<file path="config.mk">
export PLATFORM = sky130hd
export DESIGN_NAME = pipe_hazard_ctrl
export DESIGN_NICKNAME = d
export VERILOG_FILES = /design/src/rtl/pipe_hazard_ctrl.sv
export SDC_FILE = /design/constraint.sdc
export NUM_CORES = 1
export LEC_CHECK = 0
export BUFFER_PORTS_ARGS = -buffer_cell sky130_fd_sc_hd__buf_2
export CORE_ASPECT_RATIO = 1.25
export CORE_UTILIZATION = 39
export CTS_BUF_LIST = sky130_fd_sc_hd__clkbuf_8
export CTS_CLUSTER_DIAMETER = 80
export DETAILED_ROUTE_END_ITERATION = 8
export PLACE_DENSITY = 0.83
export SETUP_SLACK_MARGIN = 0.1
export SYNTH_ARGS = -nofsm -noshare
export SYNTH_HDL_FRONTEND = slang
export SYNTH_SLANG_ARGS = --single-unit
</file>
<file path="constraint.sdc">
create_clock -name clk -period 2.95 [get_ports clk]
set_input_delay 0.295 -clock clk [delete_from_list [all_inputs] [get_ports clk]]
set_output_delay 0.295 -clock clk [all_outputs]
set_load 0.01 [all_outputs]
</file>
<file path="src/rtl/pipe_hazard_ctrl.sv">
// Pipeline stall/flush controller: global stalls, per-stage hazards and redirects, precise
// exceptions, with pending-event capture. Perf counters built under PIPE_HAZARD_CTRL_PERF_EN.
module pipe_hazard_ctrl #(
  parameter int unsigned NSTAGE    = 7,
  parameter int unsigned NGLB      = 4,
  parameter int unsigned EXC_STAGE = 4,
  parameter int unsigned CNT_W     = 32
) (
  input  logic              clk,
  input  logic              rst,
  input  logic [NGLB-1:0]   glb_stall_req,
  input  logic [NSTAGE-1:0] stall_req,
  input  logic [NSTAGE-1:0] redirect_req,
  input  logic              exc_req,
  output logic [NSTAGE-1:0] stage_wr,
  output logic [NSTAGE-1:0] stage_flush,
  output logic [NSTAGE-1:0] side_dis,
  output logic              fetch_req_valid,
  output logic              mem_req_valid,
  output logic              icache_hold,
  output logic              dcache_hold,
  output logic [CNT_W-1:0]  cnt_glb,
  output logic [CNT_W-1:0]  cnt_haz,
  output logic [CNT_W-1:0]  cnt_flush
);

  localparam logic [NSTAGE-1:0] StallMask = {1'b0, {(NSTAGE-2){1'b1}}, 1'b0};
  localparam logic [NSTAGE-1:0] RedirMask = {{(NSTAGE-1){1'b1}}, 1'b0};
  localparam logic [NSTAGE-1:0] ExcFlush  =
      {{(NSTAGE-EXC_STAGE-1){1'b0}}, {EXC_STAGE{1'b1}}, 1'b0};
  localparam logic [NSTAGE-1:0] ExcSide   =
      {{(NSTAGE-EXC_STAGE-1){1'b0}}, 1'b1, {EXC_STAGE{1'b0}}};
  localparam logic [NSTAGE-1:0] GlbSide   =
      {{(NSTAGE-EXC_STAGE){1'b1}}, {EXC_STAGE{1'b0}}};

  logic              pend_exc_q, pend_exc_d;
  logic [NSTAGE-1:0] pend_redir_q, pend_redir_d;

  logic              glb;
  logic              exc_e;
  logic [NSTAGE-1:0] stall_v;
  logic [NSTAGE-1:0] redir_req_v;
  logic [NSTAGE-1:0] redir_e;

  logic              hit;
  logic              hit_stall;
  int                hit_idx;

  logic              is_glb, is_exc, is_stall, is_redir;

  logic [NSTAGE-1:0] stall_wr, stall_fl, stall_sd, redir_fl;

  // Keeps only the oldest (highest-index) set bit.
  function automatic logic [NSTAGE-1:0] keep_oldest(input logic [NSTAGE-1:0] v);
    logic [NSTAGE-1:0] r;
    r = '0;
    for (int i = 0; i < NSTAGE; i++) begin
      if (v[i]) begin
        r    = '0;
        r[i] = 1'b1;
      end
    end
    return r;
  endfunction

  assign glb         = |glb_stall_req;
  assign exc_e       = exc_req | pend_exc_q;
  assign stall_v     = stall_req & StallMask;
  assign redir_req_v = redirect_req & RedirMask;
  assign redir_e     = redir_req_v | pend_redir_q;

  always_comb begin
    hit       = 1'b0;
    hit_stall = 1'b0;
    hit_idx   = 0;
    for (int i = 0; i < NSTAGE; i++) begin
      if (stall_v[i] || redir_e[i]) begin
        hit       = 1'b1;
        hit_stall = stall_v[i];
        hit_idx   = i;
      end
    end
  end

  always_comb begin
    stall_wr = '0;
    stall_fl = '0;
    stall_sd = '0;
    redir_fl = '0;
    for (int i = 0; i < NSTAGE; i++) begin
      stall_wr[i] = (i > hit_idx);
      stall_fl[i] = (i == hit_idx + 1);
      stall_sd[i] = (i == hit_idx);
      redir_fl[i] = (i >= 1) && (i <= hit_idx);
    end
  end

  assign is_glb   = glb;
  assign is_exc   = !glb && exc_e;
  assign is_stall = !glb && !exc_e && hit && hit_stall;
  assign is_redir = !glb && !exc_e && hit && !hit_stall;

  always_comb begin
    stage_wr        = '1;
    stage_flush     = '0;
    side_dis        = '0;
    fetch_req_valid = 1'b1;
    mem_req_valid   = 1'b1;
    icache_hold     = 1'b0;
    dcache_hold     = 1'b0;
    if (rst) begin
      stage_wr        = '0;
      stage_flush     = '1;
      side_dis        = '1;
      fetch_req_valid = 1'b0;
      mem_req_valid   = 1'b0;
    end else if (is_glb) begin
      stage_wr        = '0;
      side_dis        = GlbSide;
      fetch_req_valid = 1'b0;
      icache_hold     = 1'b1;
      dcache_hold     = 1'b1;
    end else if (is_exc) begin
      stage_flush     = ExcFlush;
      side_dis        = ExcSide;
      fetch_req_valid = 1'b0;
      mem_req_valid   = 1'b0;
    end else if (is_stall) begin
      stage_wr        = stall_wr;
      stage_flush     = stall_fl;
      side_dis        = stall_sd;
      fetch_req_valid = 1'b0;
      icache_hold     = 1'b1;
    end else if (is_redir) begin
      stage_flush     = redir_fl;
      fetch_req_valid = 1'b0;
    end
  end

  always_comb begin
    pend_exc_d   = pend_exc_q;
    pend_redir_d = pend_redir_q;
    if (is_glb) begin
      if (exc_req) begin
        pend_exc_d = 1'b1;
      end
      // A redirect behind a known exception is moot: the exception flushes it anyway.
      if (!exc_e) begin
        pend_redir_d = keep_oldest(pend_redir_q | redir_req_v);
      end
    end else if (is_exc) begin
      pend_exc_d   = 1'b0;
      pend_redir_d = '0;
    end else if (is_redir) begin
      pend_redir_d = '0;
    end
  end

  always_ff @(posedge clk or posedge rst) begin
    if (rst) begin
      pend_exc_q   <= 1'b0;
      pend_redir_q <= '0;
    end else begin
      pend_exc_q   <= pend_exc_d;
      pend_redir_q <= pend_redir_d;
    end
  end

`ifdef PIPE_HAZARD_CTRL_PERF_EN
  logic [CNT_W-1:0] cnt_glb_q, cnt_haz_q, cnt_flush_q;

  always_ff @(posedge clk or posedge rst) begin
    if (rst) begin
      cnt_glb_q   <= '0;
      cnt_haz_q   <= '0;
      cnt_flush_q <= '0;
    end else begin
      if (is_glb && (cnt_glb_q != '1)) begin
        cnt_glb_q <= cnt_glb_q + CNT_W'(1);
      end
      if (is_stall && (cnt_haz_q != '1)) begin
        cnt_haz_q <= cnt_haz_q + CNT_W'(1);
      end
      if ((is_exc || is_redir) && (cnt_flush_q != '1)) begin
        cnt_flush_q <= cnt_flush_q + CNT_W'(1);
      end
    end
  end

  assign cnt_glb   = cnt_glb_q;
  assign cnt_haz   = cnt_haz_q;
  assign cnt_flush = cnt_flush_q;
`else
  assign cnt_glb   = '0;
  assign cnt_haz   = '0;
  assign cnt_flush = '0;
`endif

endmodule

</file>
=== Word level (Yosys, flattened, before mapping) ===
Cells that the tools add are included.

* Word-level logic and storage cells: 112
* Register bits: 8

* Equality and inequality tests: 14
* Bitwise gates (word level): 2
* $add $sub $neg: 1
* Order comparisons: 13
* Multiplexer cells: 60
* Reductions and logical operators: 20

{| class="wikitable"
|+ Operator list
! kind !! count
|-
| equality test 4 x 32 -> 1 bit (first input constant) || 6
|-
| two-way mux 7 bit || 23
|-
| equality test 3 x 32 -> 1 bit (first input constant) || 4
|-
| two-way mux 32 bit || 4
|-
| > comparator 4 x 32 -> 1 bit (first input constant) || 3
|-
| less-or-equal comparator 4 x 32 -> 1 bit (first input constant) || 3
|-
| equality test 2 x 32 -> 1 bit (first input constant) || 2
|-
| > comparator 3 x 32 -> 1 bit (first input constant) || 2
|-
| less-or-equal comparator 3 x 32 -> 1 bit (first input constant) || 2
|-
| logical NOT 32 bit || 2
|-
| adder 32 x 2 -> 32 bit (second input constant) || 1
|-
| > comparator 1 x 32 -> 1 bit (first input constant) || 1
|-
| > comparator 2 x 32 -> 1 bit (first input constant) || 1
|-
| less-or-equal comparator 2 x 32 -> 1 bit (first input constant) || 1
|-
| two-way mux 1 bit || 32
|-
| OR 7 bit || 1
|-
| logical AND 1 bit || 5
|-
| logical OR 1 bit || 5
|-
| != test 2 bit (second input constant) || 2
|-
| AND reduction 2 bit || 2
|-
| OR reduction 4 bit || 1
|-
| logical NOT 1 bit || 3
|-
| nonzero test 3 bit || 1
|-
| two-way mux 2 bit || 1
|-
| other kinds (2) || 2
|}

=== Logic depth before layout (Yosys ltp) ===
Gate-level depths: netlist of the first run.

* Word-level depth: 15
* Depth in mapped cells: 8
* Gate-level depth less buffers: 8

=== Worst setup path after synthesis of the first run ===
Ideal clock, no wire load.

* Path type: flip-flop to output port
* From: register pend_redir_q[5]
* To: output stage_flush[2]
* Data arrival time: 2.337 ns
* Path buffers: 0
* Setup slack: 0.318 ns
* Stages on the path, launching flop included: 8
* Cell sequence: dfrtp_1 -> nor3_1 -> nand2_1 -> nor3_1 -> inv_1 -> ha_1 -> or4b_1 -> a41oi_1

* Cells in the longest elaborated chain, start to end: 11
* Elaborated cells between the ends (all ways): 20

{| class="wikitable"
|+ RTL lines
! item !! RTL line !! text
|-
| start, declared || 37 || <nowiki>logic [NSTAGE-1:0] pend_redir_q, pend_redir_d;</nowiki>
|-
| start signal, assigned || 165 || <nowiki>pend_redir_q <= pend_redir_d;</nowiki>
|-
| OR 7 bit (*) || 70 || <nowiki>assign redir_e = redir_req_v | pend_redir_q;</nowiki>
|-
| logical OR 1 bit (*) || 77 || <nowiki>if (stall_v[i] || redir_e[i]) begin</nowiki>
|-
| parallel branches: the longest is 5 deep, another holds adder 32 x 2 -> 32 bit || n/a ||
|-
| two-way mux 7 bit (*) || 128 || <nowiki>end else if (is_stall) begin</nowiki>
|-
| two-way mux 7 bit (*) || 123 || <nowiki>end else if (is_exc) begin</nowiki>
|-
| two-way mux 7 bit (*) || 117 || <nowiki>end else if (is_glb) begin</nowiki>
|-
| two-way mux 7 bit (*) || 111 || <nowiki>if (rst) begin</nowiki>
|-
| end, declared || 16 || <nowiki>output logic [NSTAGE-1:0] stage_flush,</nowiki>
|}

Every way passes the cells marked *.

=== Worst setup path after layout of the first run ===
* From: register pend_redir_q[6]
* To: output stage_flush[2]

* Cells in the longest elaborated chain, start to end: 9
* Elaborated cells between the ends (all ways): 16

{| class="wikitable"
|+ RTL lines
! item !! RTL line
|-
| OR 7 bit (*) || 70
|-
| parallel branches: the longest is 4 deep, another holds adder 32 x 2 -> 32 bit || n/a
|-
| two-way mux 7 bit (*) || 128
|-
| two-way mux 7 bit (*) || 123
|-
| two-way mux 7 bit (*) || 117
|-
| two-way mux 7 bit (*) || 111
|}

Marks and branches as above.

==> results of run 1 <==
[logic make-up after synthesis]
kind of cell,Yosys count
AND/OR/NAND/NOR,59
buffers and inverters,106
AO/OA/AOI/OAI,46
other,1
flip-flops,7
adder cells (fa/ha/maj),2
[power breakdown]
part	internal [uW]	total, uW	switching (uW)
clock	89.7	129	38.9
sequential	111	127	15.4
combinational	72.9	223	151
[worst max-delay path: stages (launching register included)]
cell     delay [ns]
dfrtp_1        0.40
or4_4          0.61
nor2_4         0.12
ha_1           0.25
or4b_4         0.54
a41oi_2        0.21
buf_2          0.16
[cell usage in the layout (no fill, tap or decap), drive strengths merged, types with 3 or more instances in the layout]
cell type and count:
or3 4, o31ai 4, dfrtp 7, nor2 18
o21ai 3, clkbuf 3, nand2 9, or4 3
nand4 3, buf 55, a21o 6, a21oi 17
nor3 8, conb 96, inv 5, a31oi 3
[routing by layer]
layer	share of wire	wire length, um	vias up
met3	0.079	291	8
met5	0	0	-
li1	-	-	683
met4	0.025	92	0
met1	0.36	1300	669
met2	0.54	1980	104
[final cells by class]
class | instances | area, um2
Multi-Input combinational cell | 203 | 1070
Timing Repair Buffer | 55 | 308
Fill cell | 398 | 2200
Tap cell | 54 | 67.6
Inverter | 4 | 15.0
Clock buffer | 3 | 41.3
Sequential cell | 7 | 176
Clock inverter | 1 | 3.75
[sequential cells by signal, summed over array words and instances, names as in the netlist]
name          cells
pend_redir_q      6
pend_exc_q        1
[final timing paths]
| kind | start | to | slack [ns] | depth (start not counted) |
|---|---|---|---|---|
| worst max-delay path | pend_redir_q[6]$_DFFE_PP0P_ | stage_flush[2] | 0.13 | 6 |
| min in group clk | redirect_req[6] | pend_redir_q[6]$_DFFE_PP0P_ | 0.36 | 3 |
| worst min-delay path | rst | pend_redir_q[3]$_DFFE_PP0P_ | 0.15 | 2 |
| worst min register to register | pend_redir_q[2]$_DFFE_PP0P_ | pend_redir_q[2]$_DFFE_PP0P_ | 0.55 | 1 |
| worst max register to register | pend_redir_q[6]$_DFFE_PP0P_ | pend_redir_q[4]$_DFFE_PP0P_ | 0.83 | 5 |
| max in group asynchronous | rst | pend_redir_q[4]$_DFFE_PP0P_ | 2.45 | 2 |
[through the flow]
| step | area [um2] | hold WS (ns) |
|---|---|---|
| after floorplan | 1970 | 0.323 |
| after global placement | 1580 | 0.386 |
| after global routing | 1680 | 0.199 |
| after CTS | 1640 | 0.157 |
| final | 1680 | 0.152 |
| after detailed placement | 1580 | 0.392 |
[repair_timing]
action                                  CTS  global route
pin swaps                                 0             4
buffers inserted                          0             2
endpoints found under the setup margin    2             3
resized for setup                         4             8
==> summary.txt, run 1 <==
Run status
  – Run status: finished, final reports clean

CTS
  – Sinks on Clock Net: 7
  – Clock Latency Late Sink: 0.23 ns
  – CTS Buf Count: 3
  – Htree depth: 1
  – Clock Pin Slew Worst Setup and Hold Paths: 0.04 ns
  – Clk buf depth: 2
  – CTS tree: done
  – Clock root buffer: clkbuf_8
  – Hold buffers post-CTS: 0

Finish
  – Layout area overhead: 4.51%
  – Fin util: 0.434
  – Layout Cells excl Fill: 327
  – ANT cells: 0
  – Share of layout cells above drive strength 1: 0.278
  – # nets final: 297

Floorplan
  – Rows: 25
  – Die Area: 0.00439 mm2
  – Ports: 142
  – Initial Util: 0.415
  – Chip height: 73.8 um
  – Die X-Extent: 59.5 um
  – CORE AREA: 0.00388 mm2

Synth
  – Synth top cells by count: buf_4, nor2_1, a21oi_1
  – Share of the synthesized area in the top cell type: 0.448
  – Mux cell area share after synthesis: 0
  – Main combinational cell family by area after synthesis: buffers and inverters
  – Yosys reg bits: 7
  – Seq/Total Area, Yosys: 0.109
  – Mapped Avg Cell Area: 7.29 um2
  – Post-synth cell types: 43
  – Synthesized area: 0.00161 mm2
  – Synth Flop Type: dfrtp_1
  – Leading area contributor after synthesis: buf_4
  – Adder-Cell Fraction of Synth Area: 0.0155
  – Dominant cells by area after synthesis: buf_4, dfrtp_1, a21oi_1, nor2_1, nor3_1
  – Mapped Cells: 221
  – Post-Synth XOR/XNOR Area: 0
  – Synth Area in Simple Gates: 0.208
  – Top-count cell post-synth: buf_4
  – Compound-Gate Fraction of Synth Area: 0.190
  – Share of flip-flops with an asynchronous set or reset: 1.00
  – Syn. warnings: 0
  – Post-synth EDFFs: 0

Setup path
  – WS Path Type: reg2out
  – Crit Path Max Fanout: 4
  – CP arrival: 2.53 ns
  – Worst Path Required: 2.65 ns
  – Worst Setup End Kind: output port
  – Crit start category: flip-flop

Timing
  – Setup violators final: 0
  – Final hold violation count: 0
  – Total Neg Setup Slack: 0 ns
  – RSZ-0062 raised after global routing: no
  – Slack of the critical path: 0.128 ns
  – Max Clk Rate: 354 MHz
  – Min cycle time layout: 2.82 ns
  – Worst slew pin tran: 0.546 ns
  – Max Slew Vio Count: 0
  – Max_slew headroom: 0.633
  – Worst Skew: 0.00150 ns
  – Final worst-path cycle share: 0.957

Power and ir drop
  – Power density over the cells: 284 mW/mm2
  – Total power: 479 uW
  – Leakage: 0.000923 uW
  – Max VDD drop: 0.176 mV

Global routing
  – Met2 usage: 0.297
  – Vias in the first global route: 1,179
  – Initial antenna violation count: 0
  – Total GRT Usage: 0.163
  – Most used routing layer: met2
  – Met1 Use GR: 0.180
  – Met3 GRT Util: 0.0194
  – First-pass GRT wire length: 5380 um
  – GRT overflow: 0
  – Pin count of the biggest net entering global routing: 15

Job
  – Max-cap violations: 0

Place
  – Placed Cells: 321
  – PortBufs: 42
  – DP Worst Slack: 0.174 ns
  – Post-DP HPWL: 2910 um
  – Gpl congestion: 0.967

Detailed routing
  – DR WL/cell: 11.2 um
  – DRC: 0
  – Drt first pass iters: 4
  – Antenna-violating nets left: 0
  – Total number of vias: 1,464
  – DR vias/cell: 4.48
  – WL final: 3670 um
  – Iter 0 DRT Violations: 119

Min path
  – Hold crit path type: in2async
(Power assumes the default switching activity.)
==> run 2, diff against run 1 <==
--- a/config.mk
+++ b/config.mk
@@ -12,5 +12,5 @@
 export CTS_CLUSTER_DIAMETER = 80
 export DETAILED_ROUTE_END_ITERATION = 8
-export PLACE_DENSITY = 0.83
+export PLACE_DENSITY = 0.87
 export SETUP_SLACK_MARGIN = 0.1
 export SYNTH_ARGS = -nofsm -noshare
==> constraint.sdc (replaced) <==
create_clock -name clk -period 2.95 [get_ports clk]
set_input_delay 0.295 -clock clk [delete_from_list [all_inputs] [get_ports clk]]
set_output_delay 0.295 -clock clk [all_outputs]
set_load 0.02 [all_outputs]
==> run 2 against run 1 <==
- fmax up 0.91%
- count of clock-buffer cells in the layout unchanged
- first-iteration DRC count down 53%
- cell count up 0.61%
- combinational power up 31%
- via count up 2.3%
- sequential share of layout area down 0.14 points
- critical path depth up 1
- critical path type unchanged
- largest cell class unchanged
- highest routed layer unchanged
==> summary.txt, run 2 (synthesized netlist as in run 1, its figures left out) <==
Power and ir drop
  – Share of power burned in registers: 0.229
  – Comb pwr share: 0.533
  – P_int: 279 uW
  – Power density over the cells: 323 mW/mm2
  – Switching Share: 0.490
  – Clock share of power: 0.237
  – Max VDD drop: 0.168 mV
  – Leakage: 0.000933 uW
  – NetSw: 268 uW

Job
  – Max-cap violations: 0

Setup path
  – WS Path Type: reg2out
  – Worst r2r path cells: 6
  – Worst Setup End Kind: output port
  – CP arrival: 2.50 ns
  – Crit start category: flip-flop
  – Crit Path Max Fanout: 4
  – Worst Path Required: 2.65 ns
  – Worst R2R Start: pend_redir_q[6]$_DFFE_PP0P_
  – Reg2reg end: pend_redir_q[5]$_DFFE_PP0P_
  – Reg2Reg Setup Slack: 0.76 ns

Global routing
  – Total GRT Usage: 0.165
  – GRT overflow: 0
  – First-pass GRT wire length: 5490 um
  – Initial antenna violation count: 0
  – Pin count of the biggest net entering global routing: 15
  – Vias in the first global route: 1,226

Finish
  – # nets final: 299
  – Share of layout cells above drive strength 1: 0.276
  – Commonest cells after routing, fill and taps aside: conb_1, buf_2, nor2_1, a21oi_1, buf_4
  – Most common cell after layout, fill and taps aside: conb_1
  – ANT cells: 0
  – Layout area overhead: 5.13%
  – Fillers: 409
  – Multi-input logic area: 0.00106 mm2
  – Largest reg by FF count: pend_redir_q
  – FF+latch area: 175 um2
  – Biggest regs: pend_redir_q (6), pend_exc_q (1)
  – Max reg flops: 6

Place
  – DP Worst Slack: 0.157 ns
  – Post-DP HPWL: 2950 um
  – PortBufs: 42
  – Gpl congestion: 1.02

Floorplan
  – Rows: 25
  – Initial Util: 0.415
  – Ports: 142
  – CORE AREA: 0.00388 mm2
  – Chip height: 73.8 um
  – Die X-Extent: 59.5 um
  – Die Area: 0.00439 mm2

Detailed routing
  – WL final: 3610 um
  – Drt first pass iters: 4
  – Total number of vias: 1,497
  – DR vias/cell: 4.55
  – DRC: 0
  – Iter 0 DRT Violations: 56
  – DR WL/cell: 11.0 um
  – Antenna-violating nets left: 0

Timing
  – Final hold violation count: 0
  – Min cycle time layout: 2.80 ns
  – Worst slew pin tran: 0.492 ns
  – Setup violators final: 0
  – RSZ-0062 raised after global routing: yes
  – Total Neg Setup Slack: 0 ns
  – Max_slew headroom: 0.669
  – Worst Skew: 0.00107 ns
  – Slack of the critical path: 0.154 ns
  – Max Clk Rate: 358 MHz
  – Max Slew Vio Count: 0
  – Final worst-path cycle share: 0.948

CTS
  – Clock Pin Slew Worst Setup and Hold Paths: 0.04 ns
  – Htree depth: 1
  – Clock root buffer: clkbuf_8
  – Clk buf depth: 2
  – Sinks on Clock Net: 7
  – CTS tree: done
  – CTS Buf Count: 3
  – Clock Latency Late Sink: 0.23 ns

Run status
  – Run status: finished, final reports clean

Min path
  – Hold crit path type: in2async
## run 2: cell types whose count changed in the layout (fill, tap and decap cells not counted), sizes merged
| cell | change |
|---|---|
| buf | +2 |
## run 2: worst max-delay path by stage
stage                                           start             end  slack [ns]  depth (start not counted)
after global placement                redirect_req[4]  stage_flush[2]        0.15                          8
after floorplan           pend_redir_q[5]$_DFFE_PP0P_  stage_flush[2]        0.17                          7
final                     pend_redir_q[4]$_DFFE_PP0P_  stage_flush[2]        0.15                          7
after global routing      pend_redir_q[4]$_DFFE_PP0P_     side_dis[4]        0.09                          8
after CTS                 pend_redir_q[4]$_DFFE_PP0P_  stage_flush[2]        0.11                          7
after detailed placement              redirect_req[4]  stage_flush[3]        0.16                         10
## run 2: final cells by class
| class | count | share of cell area |
|---|---|---|
| flip-flops and latches | 7 | 0.103 |
| clock inverters | 1 | 0.00222 |
| clock buffers | 3 | 0.0244 |
| repair buffers | 57 | 0.192 |
| inverters | 4 | 0.00887 |
| multi-input cells | 203 | 0.629 |
| well taps | 54 | 0.0399 |
## run 2: power groups by stage
stage                     Sequential (uW)  Clock, uW  Combinational [uW]
final                                 126        130                 292
after global placement                125          0                 261
after global routing                  128        137                 320
after detailed placement              127          0                 265
after floorplan                       124          0                 303
after CTS                             125        133                 274
## run 2: timing repair
| action | CTS | global route |
|---|---|---|
| hold buffers | 0 | 0 |
| buffers inserted | 1 | 3 |
| endpoints found under the setup margin | 2 | 2 |
| resized for setup | 5 | 5 |
| pin swaps | 1 | 5 |
## run 2: critical path: stages (launching register included)
cell and delay, ns:
dfrtp_1 0.40, or3_4 0.39, nor3_2 0.18, inv_1 0.08, ha_1 0.29, or4b_4 0.54
a41oi_2 0.22, buf_4 0.17
## run 2: per-stage QoR
| stage | util | hold WS [ns] | area (um2) | cells | total power [uW] |
|---|---|---|---|---|---|
| 6_report | 0.436 | 0.155 | 1690 | 329 | 547 |
| 5_1_grt | 0.436 | 0.212 | 1690 | 329 | 584 |
| 2_1_floorplan | - | 0.323 | 1970 | 316 | 427 |
| 3_3_place_gp | 0.406 | 0.372 | 1580 | 321 | 387 |
| 3_5_place_dp | 0.406 | 0.405 | 1580 | 321 | 393 |
| 4_1_cts | 0.425 | 0.165 | 1650 | 326 | 532 |
## run 2: per-layer routing
metal | track usage | part of all wire | up-vias
met2 | 0.310 | 0.54 | 113
met1 | 0.171 | 0.35 | 686
met3 | 0.0246 | 0.087 | 9
met4 | 0.0899 | 0.022 | 0
li1 | - | - | 689
met5 | 0 | 0 | -
==> run 3, diff against run 2 <==
CORE_UTILIZATION = 30   (was 39)
PLACE_DENSITY = 0.7   (was 0.87)
SKIP_LAST_GASP = 1   (was not set)
==> run 3 against run 2 <==
- core utilization shrank 11 points
- sequential cell count stayed put
- cell area about the same
- die area is 29% higher
- non-clock buffer count is 3 lower
- critical path depth fell by 1
- global-route usage shrank 3.6 points
- hold slack better by 0.011 ns
- first-iteration DRC count shrank 45%
- cell count rose by 1.5%
- wire length up 3.2%
- critical path type unchanged
- largest cell class unchanged
==> summary.txt, run 3 (synthesized netlist as in run 1, its figures left out) <==
Floorplan
  – Chip height: 83.9 um
  – Initial Util: 0.315
  – CORE AREA: 0.00512 mm2
  – Rows: 29
  – Die X-Extent: 67.5 um
  – Die Area: 0.00567 mm2
  – Ports: 142

Place
  – Gpl congestion: 0.920
  – PortBufs: 42
  – Post-DP Area: 0.00159 mm2
  – Post-DP HPWL: 3120 um

Global routing
  – GRT overflow: 0
  – Initial antenna violation count: 0
  – Vias in the first global route: 1,282
  – First-pass GRT wire length: 5710 um
  – Total GRT Usage: 0.129
  – Pin count of the biggest net entering global routing: 15

Finish
  – Fillers: 560
  – ANT cells: 0
  – Layout area overhead: 5.21%
  – Design Area, Final: 0.00169 mm2
  – Commonest cells after routing, fill and taps aside: conb_1, buf_2, nor2_1, a21oi_1, buf_4
  – Biggest regs: pend_redir_q (6), pend_exc_q (1)
  – Most common cell after layout, fill and taps aside: conb_1
  – Max reg flops: 6
  – Largest reg by FF count: pend_redir_q
  – # nets final: 296
  – Share of layout cells above drive strength 1: 0.268

CTS
  – CTS Buf Count: 3
  – CTS tree: done
  – Clock Pin Slew Worst Setup and Hold Paths: 0.04 ns
  – Sinks on Clock Net: 7
  – Hold buffers post-CTS: 0
  – Clk buf depth: 2
  – Htree depth: 1
  – Clock Latency Late Sink: 0.23 ns
  – Clock root buffer: clkbuf_8

Setup path
  – Reg2reg end: pend_redir_q[4]$_DFFE_PP0P_
  – Worst Setup End Kind: output port
  – Critical path destination: stage_flush[2]
  – Reg2Reg Setup Slack: 0.83 ns
  – Crit start category: flip-flop
  – Worst R2R Start: pend_redir_q[6]$_DFFE_PP0P_
  – Largest stage delay on the critical path: 0.60 ns
  – CP arrival: 2.47 ns
  – Critical path's slowest cell: or4_4
  – CP Cell Sequence: or4_4 > nor2_4 > ha_4 > or4b_4 > a41oi_2 > buf_4
  – Crit Path Max Fanout: 4
  – Worst r2r path cells: 5
  – Worst setup startpoint: pend_redir_q[6]$_DFFE_PP0P_
  – WS Path Type: reg2out
  – Worst Path Required: 2.65 ns

Detailed routing
  – DR WL met3: 341 um
  – Metal1 wirelength: 1350 um
  – Total number of vias: 1,451
  – Max Used Layer: met4
  – Drt first pass iters: 4
  – DR vias/cell: 4.34
  – Antenna-violating nets left: 0
  – Iter 0 DRT Violations: 31
  – Met2 WL: 1950 um
  – DR WL/cell: 11.2 um
  – WL final: 3730 um
  – DRC: 0

Power and ir drop
  – Leakage: 0.000920 uW
  – Power density over the cells: 317 mW/mm2
  – Max VDD drop: 0.132 mV
  – Total power: 537 uW

Timing
  – Worst Skew: 0.00167 ns
  – Final hold violation count: 0
  – Max Clk Rate: 362 MHz
  – Min cycle time layout: 2.76 ns
  – Total Neg Setup Slack: 0 ns
  – Max Slew Vio Count: 0
  – Worst slew pin tran: 0.521 ns
  – Final worst-path cycle share: 0.936
  – Max_slew headroom: 0.650
  – RSZ-0062 raised after global routing: no
  – Setup violators final: 0

Min path
  – Hold crit path type: in2async

Job
  – Max-cap violations: 0

Run status
  – Run status: finished, final reports clean
## run 3: cell types whose count changed in the layout (fill, tap and decap cells not counted)
cell / before / now
buf_4: 16 / 13
ha_1: 2 / 1
ha_4: 0 / 1
nor3_1: 6 / 7
nor3_2: 2 / 0
nor3_4: 0 / 1
## run 3: area by class of cell
cell class              instances  area (um2)  share of cell area
clock buffers                   3        41.3              0.0244
clock inverters                 1        3.75             0.00222
inverters                       4        15.0             0.00886
multi-input cells             203        1080               0.637
flip-flops and latches          7         175               0.103
well taps                      62        77.6              0.0458
repair buffers                 54         303               0.179
## run 3: where the power goes
part	leakage, uW	switching (uW)	internal (uW)
Sequential	0.0000885	14.2	111
Clock	0.0000269	37.9	89.6
Combinational	0.000804	213	70.7
Total	0.000920	265	271
## run 3: worst max-delay path, delay by kind of cell (launching register included)
family,cells,cell delay (ns)
compound gates,1,0.18
simple gates,3,1.28
fa+ha+maj,1,0.22
buf+inv,1,0.16
flops,1,0.39
## run 3: stage by stage
step | std cells | hold WS (ns) | util | worst slack, ns
global placement | 329 | 0.395 | 0.310 | 0.140
floorplan | 316 | 0.323 | - | 0.172
finish | 334 | 0.166 | 0.331 | 0.189
CTS | 334 | 0.162 | 0.328 | 0.109
detailed placement | 329 | 0.396 | 0.310 | 0.107
global route | 334 | 0.199 | 0.331 | 0.114
## run 3: how the worst min path moves through the flow
stage,from,end,slack (ns),cells past startpoint
after floorplan,rst,pend_exc_q$_DFFE_PP0P_,0.32,2
after global placement,rst,pend_redir_q[4]$_DFFE_PP0P_,0.40,2
after detailed placement,rst,pend_redir_q[5]$_DFFE_PP0P_,0.40,2
after CTS,rst,pend_redir_q[4]$_DFFE_PP0P_,0.16,2
after global routing,rst,pend_redir_q[4]$_DFFE_PP0P_,0.20,2
final,rst,pend_redir_q[4]$_DFFE_PP0P_,0.17,2
## run 3: metal layers
metal	vias to the layer above	track usage
met3	9	0.0342
li1	679	-
met4	0	0.0677
met2	94	0.228
met1	669	0.133
met5	-	0
## run 3: repair_timing
item,in CTS,in global routing
hold endpoints to repair,0,0
buffers inserted,1,0
pin swaps,2,0
setup endpoints to repair,2,2
gates resized for setup,8,3
